`config.mk`:
```
export PLATFORM = sky130hd
export DESIGN_NAME = bomber_info_panel_draw_flat
export DESIGN_NICKNAME = d
export VERILOG_FILES = /design/src/rtl/bomber_info_panel_draw_if.sv /design/src/rtl/bomber_info_panel_draw.sv /design/src/flat_wrapper.sv
export SDC_FILE = /design/constraint.sdc
export NUM_CORES = 1
export LEC_CHECK = 0
export ABC_AREA = 1
export BUFFER_PORTS_ARGS = -buffer_cell sky130_fd_sc_hd__buf_4
export CAP_MARGIN = 0
export CORE_MARGIN = 4
export CORE_UTILIZATION = 56
export CTS_CLUSTER_DIAMETER = 30
export CTS_CLUSTER_SIZE = 10
export DETAILED_ROUTE_END_ITERATION = 16
export GPL_TIMING_DRIVEN = 1
export HOLD_SLACK_MARGIN = 0.1
export PLACE_DENSITY = 0.86
export RECOVER_POWER = 50
export SLEW_MARGIN = 20
export SYNTH_ARGS = -nofsm -noshare
export SYNTH_HDL_FRONTEND = slang
export SYNTH_SLANG_ARGS = --single-unit
```
`constraint.sdc`:
```
create_clock -name i_pclk -period 2.9 [get_ports i_pclk]
set_input_delay 0.29 -clock i_pclk [delete_from_list [all_inputs] [get_ports i_pclk]]
set_output_delay 0.29 -clock i_pclk [all_outputs]
set_load 0.03 [all_outputs]
```
`src/rtl/bomber_info_panel_draw_if.sv`:
```
// Side-channel bus of the info-panel drawer.
//   char_addr/char_line : glyph fetch towards the shared char ROM
//   rom_word            : ROM row, returned one clock after the address
//   stat_sel            : selects which player's status word is presented
//   stat_data           : packed status word of the selected player
// master = the drawer, slave = the ROM / status source.
interface bomber_info_panel_draw_if #(
  parameter int X_ADDR_WIDTH = 5,
  parameter int Y_ADDR_WIDTH = 3,
  parameter int SEL_W        = 1
);
  logic [X_ADDR_WIDTH+Y_ADDR_WIDTH-1:0] char_addr;
  logic [3:0]                           char_line;
  logic [7:0]                           rom_word;
  logic [SEL_W-1:0]                     stat_sel;
  logic [13:0]                          stat_data;

  modport master (
    output char_addr, char_line, stat_sel,
    input  rom_word, stat_data
  );

  modport slave (
    input  char_addr, char_line, stat_sel,
    output rom_word, stat_data
  );
endinterface

```
`src/rtl/bomber_info_panel_draw.sv`:
```
// Player-status text panels overlaid on the VGA stream.
// Ports:
//   i_pclk, i_rst           : pixel clock, synchronous active-high reset
//   i_hcount..i_rgb         : incoming VGA timing, coordinates and colour
//   o_hcount..o_rgb         : same stream delayed 3 clk, panels drawn in
//   bus (master)            : char-ROM fetch and per-player status fetch
// A fetch sequence at every vblank start copies each player's status into
// shadow registers; drawing only ever reads the shadows.
module bomber_info_panel_draw #(
  parameter int          N_PANELS      = 2,
  parameter int          SEL_W         = 1,
  parameter int          X_ADDR_WIDTH  = 5,
  parameter int          Y_ADDR_WIDTH  = 3,
  parameter int          SCALE_COEFF   = 0,
  parameter int          X_CHAR_COUNT  = 20,
  parameter int          Y_CHAR_COUNT  = 5,
  parameter int          XPOS          = 16,
  parameter int          YPOS          = 16,
  parameter int          PANEL_PITCH   = 120,
  parameter int          DIGITS_OFFSET = 192,
  parameter logic [11:0] FG_RGB        = 12'hfff,
  parameter logic [11:0] BG_RGB        = 12'h66e,
  parameter int          FLASH_FRAMES  = 32
) (
  input  logic        i_pclk,
  input  logic        i_rst,
  input  logic [11:0] i_hcount,
  input  logic [11:0] i_vcount,
  input  logic        i_hsync,
  input  logic        i_vsync,
  input  logic        i_hblnk,
  input  logic        i_vblnk,
  input  logic [11:0] i_rgb,
  output logic [11:0] o_hcount,
  output logic [11:0] o_vcount,
  output logic        o_hsync,
  output logic        o_vsync,
  output logic        o_hblnk,
  output logic        o_vblnk,
  output logic [11:0] o_rgb,
  bomber_info_panel_draw_if.master bus
);
  localparam int AW = X_ADDR_WIDTH + Y_ADDR_WIDTH;
  localparam int S  = SCALE_COEFF;
  localparam int PW = X_CHAR_COUNT * (8 << S);
  localparam int PH = Y_CHAR_COUNT * (16 << S);
  localparam logic [SEL_W-1:0] LAST_IDX = SEL_W'(N_PANELS - 1);

  typedef enum logic [1:0] {IDLE, ADDR, CAPT} state_t;

  typedef struct packed {
    logic [11:0] hcount;
    logic [11:0] vcount;
    logic        hsync;
    logic        vsync;
    logic        hblnk;
    logic        vblnk;
  } timing_t;

  typedef struct packed {
    logic [11:0]      rgb;
    logic             hit;
    logic [SEL_W-1:0] pan;
    logic [2:0]       px;
  } draw_t;

  // ---------------- status fetch ----------------
  state_t           state, state_nxt;
  logic [SEL_W-1:0] idx;
  logic             vblnk_q;
  logic [13:0]      shadow    [N_PANELS];
  logic [7:0]       flash_cnt [N_PANELS];
  logic             fetch_start;

  assign fetch_start  = i_vblnk && !vblnk_q;
  assign bus.stat_sel = idx;

  always_ff @(posedge i_pclk) begin
    if (i_rst) state <= IDLE;
    else       state <= state_nxt;
  end

  always_comb begin
    state_nxt = state;
    case (state)
      IDLE:    if (fetch_start) state_nxt = ADDR;
      ADDR:    state_nxt = CAPT;
      CAPT:    state_nxt = (idx == LAST_IDX) ? IDLE : ADDR;
      default: state_nxt = IDLE;
    endcase
  end

  always_ff @(posedge i_pclk) begin
    if (i_rst) begin
      idx     <= '0;
      vblnk_q <= 1'b0;
      for (int unsigned k = 0; k < N_PANELS; k++) begin
        shadow[k]    <= '0;
        flash_cnt[k] <= '0;
      end
    end else begin
      vblnk_q <= i_vblnk;
      if (state == IDLE && fetch_start) idx <= '0;
      if (state == CAPT) begin
        shadow[idx] <= bus.stat_data;
        // A lost life (re)starts the flash; otherwise age it once per frame.
        if (bus.stat_data[11:10] < shadow[idx][11:10])
          flash_cnt[idx] <= 8'(FLASH_FRAMES);
        else if (flash_cnt[idx] != '0)
          flash_cnt[idx] <= flash_cnt[idx] - 8'd1;
        if (idx != LAST_IDX) idx <= idx + 1'b1;
      end
    end
  end

  // ---------------- stage 0: panel hit and glyph address ----------------
  logic [31:0]      hc, vc, relx, rely, col, row, dig_val;
  logic             hit, is_dig;
  logic [SEL_W-1:0] pan;
  logic [13:0]      sh_sel;
  logic [AW-1:0]    addr0;
  timing_t          tm0, tm1, tm2, tm3;
  draw_t            dr0, dr1, dr2;

  always_comb begin
    hc   = 32'(i_hcount);
    vc   = 32'(i_vcount);
    hit  = 1'b0;
    pan  = '0;
    rely = '0;
    // Ascending scan with first-hit latch: lowest panel wins on overlap.
    for (int unsigned k = 0; k < N_PANELS; k++) begin
      if (!hit && hc >= 32'(XPOS) && hc < 32'(XPOS + PW) &&
          vc >= 32'(YPOS) + k * 32'(PANEL_PITCH) &&
          vc <  32'(YPOS + PH) + k * 32'(PANEL_PITCH)) begin
        hit  = 1'b1;
        pan  = SEL_W'(k);
        rely = vc - (32'(YPOS) + k * 32'(PANEL_PITCH));
      end
    end
    relx    = hit ? (hc - 32'(XPOS)) : '0;
    col     = relx >> (3 + S);
    row     = rely >> (4 + S);
    sh_sel  = shadow[pan];
    is_dig  = 1'b1;
    dig_val = '0;
    if      (col == 8  && row == 0) dig_val = 32'(pan) + 32'd1;
    else if (col == 11 && row == 2) dig_val = 32'(sh_sel[0]);
    else if (col == 12 && row == 2) dig_val = 32'(sh_sel[4:1]);
    else if (col == 15 && row == 2) dig_val = 32'(sh_sel[5]);
    else if (col == 16 && row == 2) dig_val = 32'(sh_sel[9:6]);
    else if (col == 7  && row == 3) dig_val = 32'(sh_sel[11:10]);
    else if (col == 7  && row == 4) dig_val = 32'(sh_sel[13:12]);
    else                            is_dig  = 1'b0;
    addr0 = is_dig ? AW'(32'(DIGITS_OFFSET) + dig_val)
                   : {row[Y_ADDR_WIDTH-1:0], col[X_ADDR_WIDTH-1:0]};

    tm0.hcount = i_hcount;
    tm0.vcount = i_vcount;
    tm0.hsync  = i_hsync;
    tm0.vsync  = i_vsync;
    tm0.hblnk  = i_hblnk;
    tm0.vblnk  = i_vblnk;
    dr0.rgb    = i_rgb;
    dr0.hit    = hit;
    dr0.pan    = pan;
    dr0.px     = relx[2+S:S];
  end

  // ---------------- stage 3: colour select ----------------
  logic        pix, swap;
  logic [11:0] fg, bg, rgb_nxt;

  always_comb begin
    pix  = bus.rom_word[3'd7 - dr2.px];
    swap = (flash_cnt[dr2.pan] != '0) && flash_cnt[dr2.pan][2];
    fg   = swap ? BG_RGB : FG_RGB;
    bg   = swap ? FG_RGB : BG_RGB;
    if (tm2.hblnk || tm2.vblnk) rgb_nxt = '0;
    else if (dr2.hit)           rgb_nxt = pix ? fg : bg;
    else                        rgb_nxt = dr2.rgb;
  end

  always_ff @(posedge i_pclk) begin
    if (i_rst) begin
      tm1           <= '0;
      tm2           <= '0;
      tm3           <= '0;
      dr1           <= '0;
      dr2           <= '0;
      bus.char_addr <= '0;
      bus.char_line <= '0;
      o_rgb         <= '0;
    end else begin
      tm1           <= tm0;
      tm2           <= tm1;
      tm3           <= tm2;
      dr1           <= dr0;
      dr2           <= dr1;
      bus.char_addr <= addr0;
      bus.char_line <= rely[3+S:S];
      o_rgb         <= rgb_nxt;
    end
  end

  assign o_hcount = tm3.hcount;
  assign o_vcount = tm3.vcount;
  assign o_hsync  = tm3.hsync;
  assign o_vsync  = tm3.vsync;
  assign o_hblnk  = tm3.hblnk;
  assign o_vblnk  = tm3.vblnk;
endmodule

```
`src/flat_wrapper.sv`:
```
// flat-port wrapper written by rule: the top's interface ports become plain ports
module bomber_info_panel_draw_flat 
#(
  parameter int          N_PANELS      = 2,
  parameter int          SEL_W         = 1,
  parameter int          X_ADDR_WIDTH  = 5,
  parameter int          Y_ADDR_WIDTH  = 3,
  parameter int          SCALE_COEFF   = 0,
  parameter int          X_CHAR_COUNT  = 20,
  parameter int          Y_CHAR_COUNT  = 5,
  parameter int          XPOS          = 16,
  parameter int          YPOS          = 16,
  parameter int          PANEL_PITCH   = 120,
  parameter int          DIGITS_OFFSET = 192,
  parameter logic [11:0] FG_RGB        = 12'hfff,
  parameter logic [11:0] BG_RGB        = 12'h66e,
  parameter int          FLASH_FRAMES  = 32
)
  (i_pclk, i_rst, i_hcount, i_vcount, i_hsync, i_vsync, i_hblnk, i_vblnk, i_rgb, o_hcount, o_vcount, o_hsync, o_vsync, o_hblnk, o_vblnk, o_rgb, bus_char_addr, bus_char_line, bus_stat_sel, bus_rom_word, bus_stat_data);
  bomber_info_panel_draw_if #(.X_ADDR_WIDTH(X_ADDR_WIDTH), .Y_ADDR_WIDTH(Y_ADDR_WIDTH), .SEL_W(SEL_W)) bus_i ();
  input  logic i_pclk;
  input  logic i_rst;
  input  logic [11:0] i_hcount;
  input  logic [11:0] i_vcount;
  input  logic i_hsync;
  input  logic i_vsync;
  input  logic i_hblnk;
  input  logic i_vblnk;
  input  logic [11:0] i_rgb;
  output logic [11:0] o_hcount;
  output logic [11:0] o_vcount;
  output logic o_hsync;
  output logic o_vsync;
  output logic o_hblnk;
  output logic o_vblnk;
  output logic [11:0] o_rgb;
  output wire logic [$bits(bus_i.char_addr)-1:0] bus_char_addr;
  output wire logic [$bits(bus_i.char_line)-1:0] bus_char_line;
  output wire logic [$bits(bus_i.stat_sel)-1:0] bus_stat_sel;
  input wire logic [$bits(bus_i.rom_word)-1:0] bus_rom_word;
  input wire logic [$bits(bus_i.stat_data)-1:0] bus_stat_data;
  assign bus_char_addr = bus_i.char_addr;
  assign bus_char_line = bus_i.char_line;
  assign bus_stat_sel = bus_i.stat_sel;
  assign bus_i.rom_word = bus_rom_word;
  assign bus_i.stat_data = bus_stat_data;
  bomber_info_panel_draw #(.N_PANELS(N_PANELS), .SEL_W(SEL_W), .X_ADDR_WIDTH(X_ADDR_WIDTH), .Y_ADDR_WIDTH(Y_ADDR_WIDTH), .SCALE_COEFF(SCALE_COEFF), .X_CHAR_COUNT(X_CHAR_COUNT), .Y_CHAR_COUNT(Y_CHAR_COUNT), .XPOS(XPOS), .YPOS(YPOS), .PANEL_PITCH(PANEL_PITCH), .DIGITS_OFFSET(DIGITS_OFFSET), .FG_RGB(FG_RGB), .BG_RGB(BG_RGB), .FLASH_FRAMES(FLASH_FRAMES)) u_core (.i_pclk(i_pclk), .i_rst(i_rst), .i_hcount(i_hcount), .i_vcount(i_vcount), .i_hsync(i_hsync), .i_vsync(i_vsync), .i_hblnk(i_hblnk), .i_vblnk(i_vblnk), .i_rgb(i_rgb), .o_hcount(o_hcount), .o_vcount(o_vcount), .o_hsync(o_hsync), .o_vsync(o_vsync), .o_hblnk(o_hblnk), .o_vblnk(o_vblnk), .o_rgb(o_rgb), .bus(bus_i));
endmodule
```
==> metrics <==
Seq/Total Area, Yosys 0.564; Least-Margin Pin Slew about 1 ns; min Tclk post-route about 2.6 ns; total number of vias 5805; CP max stage cell dlygate4sd3_1; number of CTS-inserted buffers 17; cell family with most CP delay simple AND/OR/NAND/NOR gates; final hold violations 0; Synthesized Nets 977; sw frac 0.229; WP data arrival 2.95 ns; sequential share of power 0.498; met1 GRT Util 0.257; Synth top area share 0.388; RSZ-0062 raised after global routing false; total global routing overflow 0; Max Freq ~0.38 GHz; critical path, cell by cell dlygate4sd3_1 > buf_4 > nor2_1 > nand2_1 > nor2_1 > nand3_2 > o21ai_4 > nand4_1 > nor2_1 > nand2_4 > o21ai_2 > nor2_4 > nand2_2 > inv_2 > nand2_2 > o31ai_2; Max Cap Viol 0; worst hold path depth 3; setup TNS 0 ns; die width ~120 µm; die height ~120 µm; detailed-route wire length per cell approximately 13 µm; status finished, final reports clean; Nets approximately 1100; post-route ant nets 0; grt peak-use layer met2; period utilisation layout 0.911; Crit path buffers/inverters 3; top post-synthesis cells by area dfxtp_1 39%, edfxtp_1 18%, nor2_1 12%; CTS tree yes; biggest area consumer among synthesized cells dfxtp_1; drt drc 0; Worst Skew between 0.01 and 0.015 ns; Root Buffer clkbuf_16; GRT Overall Usage 0.218; Net Switching between 0.001 and 0.0015 W; Final Slew Violations 0; H-Tree Level Count 4; Crit Path Max Fanout 8; number of global-route vias before repair between 5000 and 6000; clk sinks 189; CTS Buffer Depth 2; global placement routability congestion 0.909; first-pass GRT wire length roughly 26 mm; largest net degree at the start of global routing ~110; TritonRoute pass-1 iters 5; commonest non-fill, non-tap cells in the layout 233 x nor2_1, 168 x inv_1, 145 x dfxtp_1; startpoint types input pin; synth warn 0; DRT iter0 DRCs 388; I/O pin count 117; Clk pin slew, worst setup/hold paths 0.07 ns; GR Util met2 0.392; worst path required time ~3.2 ns; Layout Area Growth over Synthesis 22.9%; PD cells approximately 600 nW/µm²; share of layout cells above drive strength 1 0.152; synth unique cells 42; port bufs 116; die area ~15000 µm²; Setup violations, final 0; core footprint 12900 µm²; hpwl dp between 10 and 15 mm; most frequent CP cell nor2_1; Starting Density 0.581; most common cell after layout, fill and taps aside nor2_1; Syn Inst Count ~900; Post-CTS Resized 0; combinational share of power 0.072; Avg Inst Size Synth about 8.3 µm²; worst skew pair latency roughly 0.43 ns; total routed wirelength 16.3 mm; final core occ 0.714; Setup Crit Path Kind input pin to flop; vias per inst 4.72; row count 41; Register-to-Register Path Depth 9; max incr delay on CP approximately 0.55 ns; diode count 0; CP Depth 16; Hold Path Class input pin to flop; GRT met3 Usage 0.0363; Pleak approximately 4.2 nW; Pint 0.00436 W; Critical Path Sink Type flop; Cell Area, Synth 7480 µm²; VDD IR max roughly 0.00046 V; Seq cells post-synth roughly 190; initial antenna violation count 0; Clk pwr share 0.430; Slew headroom 0.343
-- worst min-delay path, delay by kind of cell --
kind,cells,cell delay [ns]
buf+inv,2,0.13
simple gates,1,0.08
-- Yosys cell counts (all sizes together) --
cell,count
nor2,247
nor3,11
nand3,30
edfxtp,44
nand3b,1
mux2i,7
xnor2,1
o21ai,26
dfxtp,145
nand4,12
clkbuf,20
and3,1
a21oi,15
buf,2
and2,1
a31oi,2
or2,6
nor4,1
nand2,125
inv,178
clkinv,2
o22ai,1
xor2,6
ha,11
o211ai,4
o31ai,3
-- logic make-up after synthesis --
| logic type | synth area share |
|---|---|
| DFF | 0.564 |
| buffers and inverters | 0.101 |
| xor gates and xnor gates | 0.00819 |
| muxes | 0.00936 |
| adders and majority gates | 0.0184 |
| AOI/OAI and AO/OA | 0.0406 |
| and+or+nand+nor | 0.257 |
-- repair_timing --
item / CTS / global route
hold endpoints to repair: 18 / 0
hold buffers: 18 / 0
setup buffers: 0 / 2
endpoints found under the setup margin: 0 / 3
-- power by group through the flow --
stage | Clock [W] | Sequential (W) | Combinational [W]
final | 0.00243 | 0.00281 | 0.000407
after global routing | 0.00255 | 0.00282 | 0.000458
after CTS | 0.00246 | 0.00281 | 0.000420
after detailed placement | 0 | 0.00287 | 0.000396
after global placement | 0 | 0.00287 | 0.000387
after floorplan | 0 | 0.00289 | 0.000210
-- per-layer routing --
metal,vias to the layer above,routed length (µm)
met1,2639,6970
li1,3008,-
met3,22,640
met4,0,326
met2,136,8320
met5,-,0
-- flip-flops by register name (all words and copies together) (netlist names), named ones only --
register	flops
u_core.state	2
u_core.bus.char_line	4
u_core.shadow	28
u_core.dr1	17
u_core.o_rgb	12
u_core.bus.char_addr	8
u_core.tm1	28
u_core.o_hcount	12
u_core.o_vblnk	1
u_core.o_hblnk	1
u_core.o_vcount	12
u_core.flash_cnt	16
u_core.bus.stat_sel	1
u_core.o_hsync	1
u_core.o_vsync	1
u_core.dr2	16
u_core.tm2	28
-- layout make-up --
class,count,area (µm²)
Tap cell,172,215
Timing Repair Buffer,146,946
Inverter,180,676
Multi-Input combinational cell,511,2500
Sequential cell,189,4220
Clock buffer,21,492
Fill cell,996,3680
Clock inverter,11,146
-- per-stage QoR --
step	hold WS, ns	setup WS, ns	power [W]	area, µm²	instances
after floorplan	0.388	0.325	0.00310	7480	902
after global placement	0.389	0.237	0.00326	8560	1178
after detailed placement	0.392	0.178	0.00327	8560	1178
after CTS	0.113	0.311	0.00570	9380	1228
after global routing	0.124	0.0120	0.00583	9200	1230
final	0.124	0.258	0.00565	9200	1230
-- final timing paths --
path | end | startpoint | slack (ns)
setup / recovery | u_core.bus.char_addr[2] | i_vcount[10] | 0.26
setup reg to reg | u_core.flash_cnt[1][1] | u_core.bus.stat_sel | 0.48
hold reg to reg | u_core.tm2[19] | u_core.tm1[19] | 0.40
hold / removal | u_core.tm1[4] | i_vcount[0] | 0.12
Power figures use the tool's default switching activity.
